File: config.mk
export PLATFORM = sky130hd
export DESIGN_NAME = bin_to_bcd_n
export DESIGN_NICKNAME = d
export VERILOG_FILES = /design/src/rtl/bin_to_bcd_n.sv
export SDC_FILE = /design/constraint.sdc
export NUM_CORES = 1
export LEC_CHECK = 0
export ABC_AREA = 1
export CORE_UTILIZATION = 30
export CTS_CLUSTER_SIZE = 8
export DETAILED_ROUTE_END_ITERATION = 8
export HOLD_SLACK_MARGIN = 0.15
export PLACE_DENSITY = 0.5
export SLEW_MARGIN = 10
export SYNTH_ARGS = -nofsm -noshare
export SYNTH_HDL_FRONTEND = slang
export SYNTH_SLANG_ARGS = --single-unit
File: constraint.sdc
create_clock -name clk_i -period 2.6 [get_ports clk_i]
set_clock_uncertainty 0.2 [all_clocks]
set_input_delay 0.65 -clock clk_i [delete_from_list [all_inputs] [get_ports clk_i]]
set_output_delay 0.65 -clock clk_i [all_outputs]
set_load 0.005 [all_outputs]
File: src/rtl/bin_to_bcd_n.sv
// Sequential binary-to-BCD converter (double-dabble, one bit per cycle) with valid/ready handshakes.
// Define BIN_TO_BCD_SIGNED_EN to treat bin_data_i as two's complement and report the sign on bcd_sign_o.
module bin_to_bcd_n #(
  parameter int unsigned BIN_W  = 32,
  parameter int unsigned DIGITS = 10
) (
  input  logic                         clk_i,
  input  logic                         rstn_i,
  input  logic [BIN_W-1:0]             bin_data_i,
  input  logic                         bin_valid_i,
  output logic                         bin_ready_o,
  output logic [4*DIGITS-1:0]          bcd_data_o,
  output logic [$clog2(DIGITS+1)-1:0]  bcd_ndig_o,
  output logic                         bcd_sign_o,
  output logic                         bcd_valid_o,
  input  logic                         bcd_ready_i
);

  localparam int unsigned BCD_W  = 4 * DIGITS;
  localparam int unsigned CNT_W  = $clog2(BIN_W + 1);
  localparam int unsigned NDIG_W = $clog2(DIGITS + 1);

  typedef enum logic [1:0] {
    S_IDLE    = 2'd0,
    S_CONVERT = 2'd1,
    S_DONE    = 2'd2
  } state_e;

  state_e              state_q, state_d;
  logic [CNT_W-1:0]    cnt_q,   cnt_d;
  logic [BIN_W-1:0]    opnd_q,  opnd_d;
  logic [BCD_W-1:0]    acc_q,   acc_d;
  logic [BCD_W-1:0]    bcd_q,   bcd_d;
  logic [NDIG_W-1:0]   ndig_q,  ndig_d;
  logic [BIN_W-1:0]    mag_c;
  logic [BCD_W-1:0]    acc_adj_c;
  logic                accept_c;
  logic                last_c;

  // Index of highest nonzero digit plus one; a zero result still reports one digit.
  function automatic logic [NDIG_W-1:0] sig_digits(input logic [BCD_W-1:0] v);
    logic [NDIG_W-1:0] n;
    n = NDIG_W'(1);
    for (int unsigned i = 0; i < DIGITS; i++) begin
      if (v[4*i +: 4] != 4'd0) n = NDIG_W'(i + 1);
    end
    return n;
  endfunction

`ifdef BIN_TO_BCD_SIGNED_EN
  logic sign_pend_q, sign_pend_d;
  logic sign_q,      sign_d;

  // Most negative input negates to itself, which is the correct unsigned magnitude.
  always_comb begin
    mag_c = bin_data_i;
    if (bin_data_i[BIN_W-1]) mag_c = ~bin_data_i + BIN_W'(1);
  end

  always_comb begin
    sign_pend_d = sign_pend_q;
    sign_d      = sign_q;
    if (accept_c) sign_pend_d = bin_data_i[BIN_W-1];
    if (last_c)   sign_d      = sign_pend_q;
  end

  always_ff @(posedge clk_i or negedge rstn_i) begin
    if (!rstn_i) begin
      sign_pend_q <= 1'b0;
      sign_q      <= 1'b0;
    end else begin
      sign_pend_q <= sign_pend_d;
      sign_q      <= sign_d;
    end
  end

  assign bcd_sign_o = sign_q;
`else
  assign mag_c      = bin_data_i;
  assign bcd_sign_o = 1'b0;
`endif

  assign accept_c = (state_q == S_IDLE) && bin_valid_i;
  assign last_c   = (state_q == S_CONVERT) && (cnt_q == CNT_W'(BIN_W - 1));

  // Digit correction: any digit >= 5 gets +3 so the following shift carries into the next decade.
  always_comb begin
    acc_adj_c = acc_q;
    for (int unsigned i = 0; i < DIGITS; i++) begin
      if (acc_q[4*i +: 4] >= 4'd5) acc_adj_c[4*i +: 4] = acc_q[4*i +: 4] + 4'd3;
    end
  end

  // Next-state and datapath update.
  always_comb begin
    state_d = state_q;
    cnt_d   = cnt_q;
    opnd_d  = opnd_q;
    acc_d   = acc_q;
    bcd_d   = bcd_q;
    ndig_d  = ndig_q;
    case (state_q)
      S_IDLE: begin
        if (bin_valid_i) begin
          opnd_d  = mag_c;
          acc_d   = '0;
          cnt_d   = '0;
          state_d = S_CONVERT;
        end
      end
      S_CONVERT: begin
        acc_d  = {acc_adj_c[BCD_W-2:0], opnd_q[BIN_W-1]};
        opnd_d = {opnd_q[BIN_W-2:0], 1'b0};
        cnt_d  = cnt_q + CNT_W'(1);
        if (last_c) begin
          bcd_d   = acc_d;
          ndig_d  = sig_digits(acc_d);
          state_d = S_DONE;
        end
      end
      S_DONE: begin
        if (bcd_ready_i) state_d = S_IDLE;
      end
      default: state_d = S_IDLE;
    endcase
  end

  always_ff @(posedge clk_i or negedge rstn_i) begin
    if (!rstn_i) begin
      state_q <= S_IDLE;
      cnt_q   <= '0;
      opnd_q  <= '0;
      acc_q   <= '0;
      bcd_q   <= '0;
      ndig_q  <= '0;
    end else begin
      state_q <= state_d;
      cnt_q   <= cnt_d;
      opnd_q  <= opnd_d;
      acc_q   <= acc_d;
      bcd_q   <= bcd_d;
      ndig_q  <= ndig_d;
    end
  end

  assign bin_ready_o = (state_q == S_IDLE);
  assign bcd_valid_o = (state_q == S_DONE);
  assign bcd_data_o  = bcd_q;
  assign bcd_ndig_o  = ndig_q;

endmodule

Word-level counts from Yosys, hierarchy flattened
Index checks and enable logic that the tools add are counted.
{"block": "word_totals", "reg_bits": 124, "in_bits": 36, "elab_cells": 77}
{"block": "op_classes", "n_addsub": 11, "order_cmp": 10, "n_eq_ne": 6, "muxes": 29, "reduce_logical": 15}
{"operator": "case mux 40 bit (2 select lines)", "count": 1}
{"operator": "2-to-1 mux 4 bit", "count": 17}
{"operator": "case mux 32 bit (2 select lines)", "count": 1}
{"operator": ">= comparator 4 x 3 -> 1 bit (second input constant)", "count": 10}
{"operator": "2-to-1 mux 40 bit", "count": 1}
{"operator": "adder 4 x 2 -> 4 bit (second input constant)", "count": 9}
{"operator": "nonzero test 4 bit", "count": 9}
{"operator": "2-to-1 mux 32 bit", "count": 1}
{"operator": "case mux 6 bit (2 select lines)", "count": 1}
{"operator": "2-to-1 mux 2 bit", "count": 4}
{"operator": "adder 6 x 1 -> 6 bit (second input constant)", "count": 1}
{"operator": "== test 6 x 5 -> 1 bit (second input constant)", "count": 1}
{"operator": "2-to-1 mux 6 bit", "count": 1}
{"operator": "case mux 2 bit (3 select lines)", "count": 1}
{"operator": "inequality test 2 bit (second input constant)", "count": 2}
{"operator": "AND reduction 2 bit", "count": 2}
{"operator": "adder 3 x 2 -> 3 bit (second input constant)", "count": 1}
{"operator": "2-to-1 mux 3 bit", "count": 1}
{"operator": "AND reduction 3 bit", "count": 1}
{"operator": "== test 2 x 1 -> 1 bit (second input constant)", "count": 1}
{"operator": "== test 2 bit (second input constant)", "count": 1}
{"operator": "zero test 2 bit", "count": 1}
{"operator": "inequality test 2 x 1 -> 1 bit (second input constant)", "count": 1}
{"operator": "nonzero test 2 bit", "count": 1}
{"operator": "logical AND 1 bit", "count": 1}

Logic depth before layout (Yosys ltp)
{"block": "logic_depth", "word_depth": 12, "mapped_depth": 18, "depth_no_buf": 18}

Worst setup path after synthesis
No wires, ideal clock.
{"block": "synth_path", "path_kind": "register to register", "from": "register acc_q[20]", "to": "register ndig_q[2], in the netlist bcd_ndig_o[2]", "setup_time_ps": 121, "t_arrival_ps": 1636, "required_time_ps": 2279, "slack_ps": 643, "stages_incl_launch_ff": 11, "period_less_slack_ps": 1957, "path_cell_list": "dfrtp_1 -> inv_1 -> ha_1 -> or2_4 -> nand2_4 -> xor2_2 -> nand2_1 -> nor2_2 -> and2_1 -> nand2_1 -> a22o_1"}
{"block": "synth_via", "elab_chain_len": 8, "word_cells_on_any_way": 10, "classes_between": "add/sub: 1; order compare: 1; mux: 6; reduce/logical: 2"}
{"item": "start, declared", "line_no": "32", "source": "logic [BCD_W-1:0] acc_q, acc_d;"}
{"item": "start signal, assigned", "line_no": "133", "source": "acc_q <= '0;"}
{"item": "start signal, assigned", "line_no": "140", "source": "acc_q <= acc_d;"}
{"item": "adder 4 x 2 -> 4 bit or >= comparator 4 x 3 -> 1 bit (tied branches)", "line_no": "90", "source": "if (acc_q[4*i +: 4] >= 4'd5) acc_adj_c[4*i +: 4] = acc_q[4*i +: 4] + 4'd3;"}
{"item": "2-to-1 mux 4 bit *", "line_no": "90"}
{"item": "nonzero test 4 bit", "line_no": "45", "source": "if (v[4*i +: 4] != 4'd0) n = NDIG_W'(i + 1);"}
{"item": "2-to-1 mux 4 bit", "line_no": "45"}
{"item": "2-to-1 mux 4 bit * (4 in series)", "line_no": "45"}
{"item": "end signal, assigned", "line_no": "142", "source": "ndig_q <= ndig_d;"}
{"item": "end, declared", "line_no": "34", "source": "logic [NDIG_W-1:0] ndig_q, ndig_d;"}
Mark *: on every way between the ends. The rest lies on a longest branch, timed or not.
A chain may end at the register's enable or synchronous reset.

Worst setup path after layout
{"block": "layout_path", "from": "register state_q[1]", "to": "output port bcd_valid_o"}
{"block": "layout_via", "elab_chain_len": 1}
{"item": "start, declared", "line_no": "29", "source": "state_e state_q, state_d;"}
{"item": "start signal, assigned", "line_no": "137", "source": "state_q <= state_d;"}
{"item": "== test 2 bit", "line_no": "147", "source": "assign bcd_valid_o = (state_q == S_DONE);"}
{"item": "end, declared", "line_no": "15", "source": "output logic bcd_valid_o,"}
Every way passes these cells.

==> impl_metrics.env <==
export IMPL_final_area_sq_mm=0.00756
export IMPL_p_leak_nw=3.59
export IMPL_yosys_top_cells_area="dfrtp_1 (53%), nand2_1 (13%), o21ai_0 (6.1%)"
export IMPL_nets=823
export IMPL_antenna_left=0
export IMPL_cellPowerDensity_mw_per_mm2=1330
export IMPL_crit_arrival_ps=1490
export IMPL_yosysSeqAreaShare_pct=52.9
export IMPL_clkSlewWorstSetupHoldPaths_ps=60
export IMPL_crit_fanout=3
export IMPL_drc=0
export IMPL_grtUsageMet3_pct=4.12
export IMPL_avgSynthCellArea_sq_um=8.63
export IMPL_cp_startpoint="state_q[1]"
export IMPL_wl_per_cell_um=13.5
export IMPL_drt_initial_drc_count=337
export IMPL_min_from="bcd_ndig_o[0]"
export IMPL_postCtsSetupBuffers=0
export IMPL_grt_pass1_vias=4762
export IMPL_fin_crit_ps=2340
export IMPL_holdPathStages=2
export IMPL_cap_violations=0
export IMPL_grt_overflow=0
export IMPL_gr_usage_all_layers_pct=15.0
export IMPL_tns_ps=0
export IMPL_cts_buffer_depth=2
export IMPL_cts_hold_buf=1
export IMPL_use_met2_pct=23.0
export IMPL_coreArea_sq_mm=0.0190
export IMPL_total_power_mw=10.1
export IMPL_tritoncts="built"
export IMPL_area_growth_pct=28.9
export IMPL_async_flop_share_pct=100
export IMPL_start_util_pct=30.9
export IMPL_root_buffer="clkbuf_16"
export IMPL_drive_above_1_share_pct=7.21
export IMPL_ir_drop_uv=592
export IMPL_synth_main_ff_cell="dfrtp_1"
export IMPL_cp_slowest_stage_delay_ps=500
export IMPL_reg2regPathDepth=12
export IMPL_status="finished, final reports clean"
export IMPL_end_kind="output port"
export IMPL_grt_pass1_wl_um=23600
export IMPL_rows=50
export IMPL_grt_busiest_layer="met2"
export IMPL_syn_area_sq_mm=0.00586
export IMPL_setup_viol=0
export IMPL_whs_ps=278
export IMPL_ios=83
export IMPL_cts_sinks=124
export IMPL_reg2reg_from="acc_q[28]"
export IMPL_ys_types=34
export IMPL_postSynthCellCount=679
export IMPL_dieHeight_um=142
export IMPL_hold_class="register to register"
export IMPL_cts_buffers=17
export IMPL_cp_cell_sequence="inv_1, nor2_1, clkdlybuf4s50_1"
export IMPL_min_period_over_period_pct=89.9
export IMPL_relSlewSlack_pct=42.1
export IMPL_numPortBuffers=81
export IMPL_use_met1_pct=20.1
export IMPL_viasPerCell=4.70
export IMPL_fmax_mhz=428
export IMPL_htreeDepth=4
export IMPL_routed_wl_um=14000
export IMPL_synth_edf_count=0
export IMPL_critPathKind="register to output port"
export IMPL_required_ps=1750
export IMPL_yosysWarnings=0
export IMPL_die_area_sq_mm=0.0201
export IMPL_synth_area_leader_cell="dfrtp_1"
export IMPL_dp_hpwl_um=9820
export IMPL_critPathSlowestCell="clkdlybuf4s50_1"
export IMPL_diodes=0
export IMPL_worst_setup_path_start_kind="register"
export IMPL_antenna_found_initial=0
export IMPL_postPlaceCellArea_sq_mm=0.00700
export IMPL_clock_latency_ps=410
export IMPL_syn_nets=736
export IMPL_die_w_um=142
export IMPL_grt_max_degree=52
export IMPL_vias=4878
export IMPL_dr_pass1_iters=5
export IMPL_rsz0062_at_grt="no"
export IMPL_gp_congestion=0.821
export IMPL_cts_resized=0
export IMPL_fillCellCount=1895
export IMPL_ys_ff_latch=124
export IMPL_worst_pin_slew_ps=867
export IMPL_synth_top_cell_area_share_pct=52.9
export IMPL_slew_viol_final=0
export IMPL_finalHoldViolations=0
## kinds of logic (layout without fill, tap and decap cells)
group | count (synthesis) | in the layout | synth area share [%]
simple gates | 258 | 258 | 18.1
compound gates | 154 | 154 | 15.4
flops | 124 | 124 | 52.9
buf+inv | 109 | 207 | 7.15
fa+ha+maj | 21 | 21 | 4.48
xor+xnor | 12 | 12 | 1.92
other cells | 1 | 1 | 0.0640
## placed cells by master, fill, tap and decap left out, types with 3 or more instances in the layout
cell type and instances:
nand2_1 196, nand3_1 19, a22oi_1 20, and2_1 3, o211ai_1 6, o21ai_1 7, o22ai_1 38, inv_1 79
buf_4 13, nor2_1 21, a21oi_1 6, inv_2 3, clkdlybuf4s50_1 80, clkinv_2 4, dfrtp_1 124, ha_1 21
clkbuf_16 17, xor2_1 11, o21ai_0 71, clkbuf_1 4, nand4_1 6
## synthesized netlist by cell type, drive strengths merged (3+ instances only)
library cell	number
inv	82
a22oi	20
ha	21
a21oi	6
nand2	199
or2	3
dfrtp	124
o22ai	38
buf	6
nand4	6
clkbuf	21
o211ai	6
and2	3
o21ai	79
nand3	21
xor2	12
nor2	24
## flip-flops by register name, indices dropped and copies added, names as in the netlist
signal and cells:
acc_q 40, bcd_ndig_o 4, state_q 2, opnd_q 32
cnt_q 6, bcd_data_o 40
## critical path, delay by kind of cell (launching register included)
| kind | cells | cell delay, ps |
|---|---|---|
| AND/OR/NAND/NOR | 1 | 90 |
| buffers and inverters | 2 | 570 |
| flip-flops | 1 | 410 |
## stage by stage
stage	util (%)	instances	setup WS (ps)
2_1_floorplan	-	679	643
3_3_place_gp	36.9	1006	390
3_5_place_dp	36.9	1006	325
4_1_cts	39.9	1037	232
5_1_grt	39.9	1037	109
6_report	39.9	1037	264
## cell type report
| type | count | area [sq um] | area share [%] |
|---|---|---|---|
| Sequential cell | 124 | 3100 | 41.0 |
| Multi-Input combinational cell | 446 | 2350 | 31.0 |
| Timing Repair Buffer | 95 | 928 | 12.3 |
| Clock buffer | 22 | 454 | 6.01 |
| Tap cell | 260 | 325 | 4.30 |
| Inverter | 82 | 308 | 4.07 |
| Clock inverter | 8 | 95.1 | 1.26 |
## worst paths after layout
kind	endpoint	slack (ps)
max reg2reg	bcd_ndig_o[2]	300
min	bcd_ndig_o[0]	280
max	bcd_valid_o	260
min in group asynchronous	bcd_data_o[23]	550
min reg2reg	bcd_ndig_o[0]	280
max in group asynchronous	acc_q[7]	1010
## routing by layer
layer / share of wire, % / vias to the layer above / routed length, um
met2: 45 / 132 / 6310
met5: 0 / - / 0
met4: 1.6 / 0 / 231
met3: 4.8 / 22 / 678
met1: 49 / 2323 / 6820
li1: - / 2401 / -
## power by group
group	leakage [nW]	total [mW]	switching [mW]	internal (mW)
combinational	1.74	4.51	2.70	1.81
sequential	1.58	3.31	0.528	2.79
clock	0.266	2.25	0.833	1.42
total	3.59	10.1	4.06	6.01
Power figures use the tool's default switching activity.
